--- src/rtl/oam_dma_if.sv ---
// Bus bundle between the CPU, the OAM DMA controller and the shared memory bus.
// The master modport is the controller side; the slave modport is the surrounding system.
interface oam_dma_if;
   logic [15:0] cpu_mem_addr;
   logic [7:0]  cpu_mem_data_out;
   logic        cpu_mem_write_en;
   logic        cpu_mem_read_en;
   logic [15:0] mem_addr;
   logic [7:0]  mem_data_out;
   logic        mem_write_en;
   logic        mem_read_en;
   logic [7:0]  mem_data_in;
   logic        cpu_halt;
   logic        dma_busy;
   logic        dma_done;
   logic [7:0]  dma_page;

   modport master (
      input  cpu_mem_addr, cpu_mem_data_out, cpu_mem_write_en, cpu_mem_read_en, mem_data_in,
      output mem_addr, mem_data_out, mem_write_en, mem_read_en,
      output cpu_halt, dma_busy, dma_done, dma_page
   );

   modport slave (
      output cpu_mem_addr, cpu_mem_data_out, cpu_mem_write_en, cpu_mem_read_en, mem_data_in,
      input  mem_addr, mem_data_out, mem_write_en, mem_read_en,
      input  cpu_halt, dma_busy, dma_done, dma_page
   );
endinterface

--- src/rtl/oam_dma_controller.sv ---
// OAM DMA: on a CPU write to the trigger register, halts the CPU and copies one source page
// byte-by-byte into the OAM data register, then returns the bus to the CPU.
module oam_dma_controller #(
   parameter logic [15:0] DMA_REG_ADDR  = 16'h4014,
   parameter logic [15:0] OAM_DATA_ADDR = 16'h2004,
   parameter int unsigned READ_LATENCY  = 2,
   parameter int unsigned XFER_LEN      = 256
) (
   input logic       clk,
   input logic       rst,
   oam_dma_if.master bus
);

   typedef enum logic [2:0] {StIdle, StAlign, StRead, StWait, StWrite, StDone} state_e;

   localparam int unsigned WaitLastInt = (READ_LATENCY > 1) ? READ_LATENCY - 2 : 0;
   localparam logic [7:0]  WaitLast    = WaitLastInt[7:0];
   localparam int unsigned CntLastInt  = XFER_LEN - 1;
   localparam logic [7:0]  CntLast     = CntLastInt[7:0];

   state_e     state_q, state_d;
   logic       parity_q;
   logic       we_q;
   logic       extra_align_q, extra_align_d;
   logic [7:0] cnt_q, cnt_d;
   logic [7:0] wait_q, wait_d;
   logic [7:0] data_q, data_d;
   logic [7:0] page_q, page_d;

   logic        trigger;
   logic        busy;
   logic [15:0] dma_addr;
   logic [7:0]  dma_wdata;
   logic        dma_we;
   logic        dma_re;

   // Edge-qualified so a strobe held through the whole transfer cannot retrigger.
   assign trigger = bus.cpu_mem_write_en && (bus.cpu_mem_addr == DMA_REG_ADDR) && !we_q;

   always_ff @(posedge clk or posedge rst) begin
      if (rst) begin
         state_q       <= StIdle;
         parity_q      <= 1'b0;
         we_q          <= 1'b0;
         extra_align_q <= 1'b0;
         cnt_q         <= 8'd0;
         wait_q        <= 8'd0;
         data_q        <= 8'd0;
         page_q        <= 8'd0;
      end else begin
         state_q       <= state_d;
         parity_q      <= ~parity_q;
         we_q          <= bus.cpu_mem_write_en;
         extra_align_q <= extra_align_d;
         cnt_q         <= cnt_d;
         wait_q        <= wait_d;
         data_q        <= data_d;
         page_q        <= page_d;
      end
   end

   always_comb begin
      state_d       = state_q;
      extra_align_d = extra_align_q;
      cnt_d         = cnt_q;
      wait_d        = wait_q;
      data_d        = data_q;
      page_d        = page_q;
      unique case (state_q)
         StIdle: begin
            if (trigger) begin
               page_d        = bus.cpu_mem_data_out;
               cnt_d         = 8'd0;
               extra_align_d = parity_q;
               state_d       = StAlign;
            end
         end
         StAlign: begin
            if (extra_align_q) extra_align_d = 1'b0;
            else               state_d       = StRead;
         end
         StRead: begin
            if (READ_LATENCY == 1) begin
               data_d  = bus.mem_data_in;
               state_d = StWrite;
            end else begin
               wait_d  = 8'd0;
               state_d = StWait;
            end
         end
         StWait: begin
            if (wait_q == WaitLast) begin
               data_d  = bus.mem_data_in;
               state_d = StWrite;
            end else begin
               wait_d = wait_q + 8'd1;
            end
         end
         StWrite: begin
            cnt_d   = cnt_q + 8'd1;
            state_d = (cnt_q == CntLast) ? StDone : StRead;
         end
         StDone:  state_d = StIdle;
         default: state_d = StIdle;
      endcase
   end

   always_comb begin
      busy      = (state_q != StIdle);
      dma_addr  = 16'h0000;
      dma_wdata = 8'h00;
      dma_we    = 1'b0;
      dma_re    = 1'b0;
      unique case (state_q)
         StRead: begin
            dma_addr = {page_q, cnt_q};
            dma_re   = 1'b1;
         end
         StWrite: begin
            dma_addr  = OAM_DATA_ADDR;
            dma_wdata = data_q;
            dma_we    = 1'b1;
         end
         default: ;
      endcase

      bus.mem_addr     = busy ? dma_addr  : bus.cpu_mem_addr;
      bus.mem_data_out = busy ? dma_wdata : bus.cpu_mem_data_out;
      bus.mem_write_en = busy ? dma_we    : bus.cpu_mem_write_en;
      bus.mem_read_en  = busy ? dma_re    : bus.cpu_mem_read_en;
      bus.cpu_halt     = busy;
      bus.dma_busy     = busy;
      bus.dma_done     = (state_q == StDone);
      bus.dma_page     = page_q;
   end

endmodule

--- src/flat_wrapper.sv ---
// flat-port wrapper written by rule: the top's interface ports become plain ports
module oam_dma_controller_flat 
#(
   parameter logic [15:0] DMA_REG_ADDR  = 16'h4014,
   parameter logic [15:0] OAM_DATA_ADDR = 16'h2004,
   parameter int unsigned READ_LATENCY  = 2,
   parameter int unsigned XFER_LEN      = 256
)
  (clk, rst, bus_cpu_mem_addr, bus_cpu_mem_data_out, bus_cpu_mem_write_en, bus_cpu_mem_read_en, bus_mem_data_in, bus_mem_addr, bus_mem_data_out, bus_mem_write_en, bus_mem_read_en, bus_cpu_halt, bus_dma_busy, bus_dma_done, bus_dma_page);
  oam_dma_if bus_i ();
  input logic clk;
  input logic rst;
  input wire logic [$bits(bus_i.cpu_mem_addr)-1:0] bus_cpu_mem_addr;
  input wire logic [$bits(bus_i.cpu_mem_data_out)-1:0] bus_cpu_mem_data_out;
  input wire logic [$bits(bus_i.cpu_mem_write_en)-1:0] bus_cpu_mem_write_en;
  input wire logic [$bits(bus_i.cpu_mem_read_en)-1:0] bus_cpu_mem_read_en;
  input wire logic [$bits(bus_i.mem_data_in)-1:0] bus_mem_data_in;
  output wire logic [$bits(bus_i.mem_addr)-1:0] bus_mem_addr;
  output wire logic [$bits(bus_i.mem_data_out)-1:0] bus_mem_data_out;
  output wire logic [$bits(bus_i.mem_write_en)-1:0] bus_mem_write_en;
  output wire logic [$bits(bus_i.mem_read_en)-1:0] bus_mem_read_en;
  output wire logic [$bits(bus_i.cpu_halt)-1:0] bus_cpu_halt;
  output wire logic [$bits(bus_i.dma_busy)-1:0] bus_dma_busy;
  output wire logic [$bits(bus_i.dma_done)-1:0] bus_dma_done;
  output wire logic [$bits(bus_i.dma_page)-1:0] bus_dma_page;
  assign bus_i.cpu_mem_addr = bus_cpu_mem_addr;
  assign bus_i.cpu_mem_data_out = bus_cpu_mem_data_out;
  assign bus_i.cpu_mem_write_en = bus_cpu_mem_write_en;
  assign bus_i.cpu_mem_read_en = bus_cpu_mem_read_en;
  assign bus_i.mem_data_in = bus_mem_data_in;
  assign bus_mem_addr = bus_i.mem_addr;
  assign bus_mem_data_out = bus_i.mem_data_out;
  assign bus_mem_write_en = bus_i.mem_write_en;
  assign bus_mem_read_en = bus_i.mem_read_en;
  assign bus_cpu_halt = bus_i.cpu_halt;
  assign bus_dma_busy = bus_i.dma_busy;
  assign bus_dma_done = bus_i.dma_done;
  assign bus_dma_page = bus_i.dma_page;
  oam_dma_controller #(.DMA_REG_ADDR(DMA_REG_ADDR), .OAM_DATA_ADDR(OAM_DATA_ADDR), .READ_LATENCY(READ_LATENCY), .XFER_LEN(XFER_LEN)) u_core (.clk(clk), .rst(rst), .bus(bus_i));
endmodule
--- config.mk ---
export PLATFORM = sky130hd
export DESIGN_NAME = oam_dma_controller_flat
export DESIGN_NICKNAME = d
export VERILOG_FILES = /design/src/rtl/oam_dma_if.sv /design/src/rtl/oam_dma_controller.sv /design/src/flat_wrapper.sv
export SDC_FILE = /design/constraint.sdc
export NUM_CORES = 1
export LEC_CHECK = 0
export BUFFER_PORTS_ARGS = -buffer_cell sky130_fd_sc_hd__clkbuf_2
export CAP_MARGIN = 20
export CELL_PAD_IN_SITES_DETAIL_PLACEMENT = 2
export CELL_PAD_IN_SITES_GLOBAL_PLACEMENT = 2
export CORE_ASPECT_RATIO = 0.7
export CORE_UTILIZATION = 32
export DETAILED_ROUTE_END_ITERATION = 10
export PLACE_DENSITY_LB_ADDON = 0.1
export RECOVER_POWER = 100
export SYNTH_ARGS = -nofsm -noshare
export SYNTH_HDL_FRONTEND = slang
export SYNTH_SLANG_ARGS = --single-unit
--- constraint.sdc ---
create_clock -name clk -period 2.9 [get_ports clk]
set_input_delay 0.435 -clock clk [delete_from_list [all_inputs] [get_ports clk]]
set_output_delay 0.435 -clock clk [all_outputs]
set_load 0.1 [all_outputs]
==> impl_metrics.py <==
metrics = {
    "run_status": {
        "run_status": "finished with violations",
        "failed_checks": "capacitance limit, slew limit",
    },
    "floorplan": {
        "fp.dieW_um": 100,
        "die-area_sq_mm": 0.00708,
        "die_height_um": 70.7,
        "floorplan.io_pins": 73,
        "core_area_sq_mm": 0.00637,
        "placementRows": 24,
        "starting_density_of_the_core": 0.339,
    },
    "clock_network": {
        "cts-root-buf": "sky130_fd_sc_hd__clkbuf_8",
        "htree_num_levels": 2,
        "setup_repair_bufs_after_cts": 0,
        "clock_sinks": 38,
        "cts.clk_slew.worst_paths_ns": 0.08,
        "cts_tree": "built",
        "ctsHoldBuffers": 0,
        "cts_buffer_depth": 2,
        "clock_insertion_delay_worst_skew_ns": 0.30,
        "numCtsBuffers": 5,
        "post_cts_resize_count": 0,
    },
    "layout": {
        "finish.instance_area_sq_mm": 0.00278,
        "n_antenna_cell": 0,
        "finish.net_count": 323,
        "area_delta_synth_final_pct": 28.6,
        "fin_cells": 376,
        "post_route_cells_drive_above_1_share": 0.330,
    },
    "drt": {
        "drt_iter0_drc": 77,
        "wl_per_cell_um": 20.0,
        "antenna_left": 0,
        "detailedRoute.firstPassIterationCount": 4,
        "route.detailed.vias_per_inst": 5.31,
        "detailroute.via_count": 1998,
        "totalWireLength_mm": 7.52,
        "post-route-drc-count": 0,
    },
    "placement": {
        "place_worst_setup_slack_ns": 0.535,
        "placed_cells_incl_taps": 368,
        "io_buffer_count": 72,
        "place_area_sq_mm": 0.00300,
        "place.detailed.hpwl_mm": 5.80,
        "gp_congestion": 0.717,
    },
    "synthesis": {
        "synth_cell_types": 49,
        "post_synth_inst_count": 211,
        "share_of_the_yosys_chip_area_belonging_to_registers": 0.441,
        "postSynthNetCount": 250,
        "synth_top_area_frac": 0.441,
        "yosys_register_bits": 38,
        "count_of_flip_flops_with_a_built_in_enable_after_synthesis": 0,
        "synthesis.area_per_instance_sq_um": 10.2,
        "yosysTopAreaCell": "sky130_fd_sc_hd__dfrtp_1",
        "synth.cell_area_sq_mm": 0.00216,
        "synth-async-reset-ratio": 1.00,
        "synth_top_cells_by_area": "sky130_fd_sc_hd__dfrtp_1, sky130_fd_sc_hd__a22o_1, sky130_fd_sc_hd__mux2_2, sky130_fd_sc_hd__nand2_1, sky130_fd_sc_hd__nor2_1",
        "yosys_warnings": 0,
        "synth_flop_cell": "sky130_fd_sc_hd__dfrtp_1",
    },
    "power_and_ir_drop": {
        "total_power_mw": 1.17,
        "power_per_cell_area_mw_per_mm2": 423,
        "p_leak_nw": 1.40,
        "ir_worst_vdd_v": 0.000191,
    },
    "timing": {
        "max_clock_freq_ghz": 0.373,
        "min_period_over_period": 0.924,
        "hold_violations": 0,
        "fin_crit_period_ns": 2.68,
        "report.final.slew_viol_count": 39,
        "setup_repair_after_global_routing_missed_its_margin": "no",
        "layout_setup_ws_ns": 0.220,
        "finalSetupTns_ns": 0,
        "slew_worst_pin_ns": 2.14,
        "final.setup_skew_ns": 0.00949,
        "setup_viol": 0,
        "slew_headroom": -0.427,
    },
    "critical_path": {
        "worstReg2RegStart": "u_core.state_q[1]$_DFFE_PP0P_",
        "r2r-end": "u_core.cnt_q[4]$_DFFE_PP0P_",
        "critical-path-max-stage-delay_ns": 0.79,
        "cp.buffers_inverters": 1,
        "top_cell_family_by_delay_on_the_critical_path": "simple AND/OR/NAND/NOR gates",
        "worstRegToRegCells": 7,
        "worstPathCellList": "nor2_1 > and2_1 > a22o_1 > clkbuf_4",
        "critical_path_startpoint_category": "flip-flop",
        "reg2reg_setup_slack_ns": 0.36,
        "criticalPathCategory": "reg2out",
        "worst-endpoint-required_ns": 2.47,
        "crit_path_max_fanout": 23,
        "critical-path-slowest-cell": "sky130_fd_sc_hd__and2_1",
        "endpoint_kind": "primary output",
        "critical_path_arrival_ns": 2.24,
    },
    "global_routing": {
        "grt_pass1_vias": 2224,
        "gr-total-overflow": 0,
        "gr-usage-all-layers": 0.223,
        "grt_start_max_net_pins": 39,
        "grt_first_pass_wirelength_mm": 12.0,
        "grt_antenna_before_repair": 0,
    },
    "worst_hold_path": {
        "worst_hold_path.endpoint": "u_core.we_q$_DFF_PP0_",
        "hold_path_class": "in2reg",
        "worst_hold_path.num_cells": 1,
        "worst_hold_startpoint": "bus_cpu_mem_write_en",
    },
    "job": {
        "max_cap_violations": 1,
    },
}
==> cell type report <==
type                    count  area [sq um]
well taps                  91           114
flip-flops and latches     38           951
multi-input cells         153          1100
repair buffers             81           499
fillers                   703          3590
inverters                   5          18.8
clock inverters             1          5.00
clock buffers               7          86.3
==> kinds of logic after synthesis <==
logic type | count (synthesis) | synth area share
fa+ha+maj | 3 | 0.0174
mux | 19 | 0.0985
xor+xnor | 6 | 0.0243
buf+inv | 20 | 0.0423
compound gates | 44 | 0.157
simple gates | 81 | 0.220
flops | 38 | 0.441
==> routing by layer <==
| layer | track usage | routed length (um) | up-vias |
|---|---|---|---|
| li1 | - | - | 915 |
| met1 | 0.308 | 3520 | 1029 |
| met2 | 0.349 | 3530 | 52 |
| met3 | 0.0662 | 459 | 2 |
| met4 | 0.0467 | 11 | 0 |
| met5 | 0 | 0 | - |
==> power by group <==
group	switching [mW]	total, mW	leakage (nW)	internal [mW]
Clock	0.201	0.393	0.0482	0.192
Combinational	0.185	0.242	0.892	0.0569
Sequential	0.00354	0.539	0.458	0.536
==> flip-flops by register name, summed over array words and instances (netlist names) <==
signal,cells
u_core.bus.dma_page,8
u_core.cnt_q,8
u_core.data_q,8
u_core.extra_align_q,1
u_core.parity_q,1
u_core.state_q,3
u_core.wait_q,8
u_core.we_q,1
==> how the worst max path moves through the flow <==
stage,start,end,slack [ns],cells past startpoint
final,u_core.state_q[0]$_DFFE_PP0P_,bus_mem_addr[10],0.22,4
after global routing,u_core.state_q[0]$_DFFE_PP0P_,bus_mem_addr[10],0.11,4
after CTS,u_core.state_q[0]$_DFFE_PP0P_,bus_mem_addr[10],0.30,4
after detailed placement,bus_cpu_mem_addr[5],u_core.bus.dma_page[5]$_DFFE_PP0P_,0.53,5
after global placement,bus_cpu_mem_addr[13],u_core.bus.dma_page[3]$_DFFE_PP0P_,0.56,5
after floorplan,u_core.bus.dma_page[5]$_DFFE_PP0P_,bus_mem_addr[13],0.07,2
==> per-stage QoR <==
stage	utilization	hold WS (ns)
2_1_floorplan	-	0.387
3_3_place_gp	0.472	0.401
3_5_place_dp	0.472	0.404
4_1_cts	0.486	0.254
5_1_grt	0.436	0.315
6_report	0.436	0.321
==> Yosys cell counts (2+ instances only) <==
library cell	n
sky130_fd_sc_hd__nor3_1	7
sky130_fd_sc_hd__nand3_1	9
sky130_fd_sc_hd__nand2_1	14
sky130_fd_sc_hd__or3_1	3
sky130_fd_sc_hd__nor2_1	14
sky130_fd_sc_hd__mux2_1	2
sky130_fd_sc_hd__buf_4	2
sky130_fd_sc_hd__o211ai_1	2
sky130_fd_sc_hd__ha_1	3
sky130_fd_sc_hd__and2_1	2
sky130_fd_sc_hd__clkbuf_1	11
sky130_fd_sc_hd__nand4_1	3
sky130_fd_sc_hd__xor2_1	5
sky130_fd_sc_hd__nand2b_1	6
sky130_fd_sc_hd__a22o_1	22
sky130_fd_sc_hd__o21a_1	2
sky130_fd_sc_hd__inv_1	4
sky130_fd_sc_hd__a211oi_1	2
sky130_fd_sc_hd__nor2b_1	3
sky130_fd_sc_hd__and3b_1	2
sky130_fd_sc_hd__dfrtp_1	38
sky130_fd_sc_hd__nor4_1	2
sky130_fd_sc_hd__nor4b_1	4
sky130_fd_sc_hd__o21ai_0	9
sky130_fd_sc_hd__mux2_2	16
==> cell usage in the layout, fill, tap and decap left out, types with 2 or more instances in the layout <==
cell type and instances:
sky130_fd_sc_hd__dfrtp_1 38, sky130_fd_sc_hd__clkbuf_2 36, sky130_fd_sc_hd__a22o_1 22, sky130_fd_sc_hd__clkbuf_4 21, sky130_fd_sc_hd__clkbuf_1 16, sky130_fd_sc_hd__nor2_1 15, sky130_fd_sc_hd__nand2_1 15, sky130_fd_sc_hd__mux2_2 15
sky130_fd_sc_hd__nand3_1 9, sky130_fd_sc_hd__o21ai_0 9, sky130_fd_sc_hd__nor3_1 7, sky130_fd_sc_hd__nand2b_1 6, sky130_fd_sc_hd__clkbuf_8 6, sky130_fd_sc_hd__buf_4 6, sky130_fd_sc_hd__xor2_1 5, sky130_fd_sc_hd__inv_1 5
sky130_fd_sc_hd__nor4b_1 4, sky130_fd_sc_hd__nand4_1 3, sky130_fd_sc_hd__mux2_1 3, sky130_fd_sc_hd__nor2b_1 3, sky130_fd_sc_hd__or3_1 3, sky130_fd_sc_hd__ha_1 3, sky130_fd_sc_hd__buf_12 3, sky130_fd_sc_hd__and2_1 2
sky130_fd_sc_hd__and3b_1 2, sky130_fd_sc_hd__o21a_1 2, sky130_fd_sc_hd__nor4_1 2, sky130_fd_sc_hd__nor3_2 2, sky130_fd_sc_hd__o211ai_1 2
(Power assumes the default switching activity.)
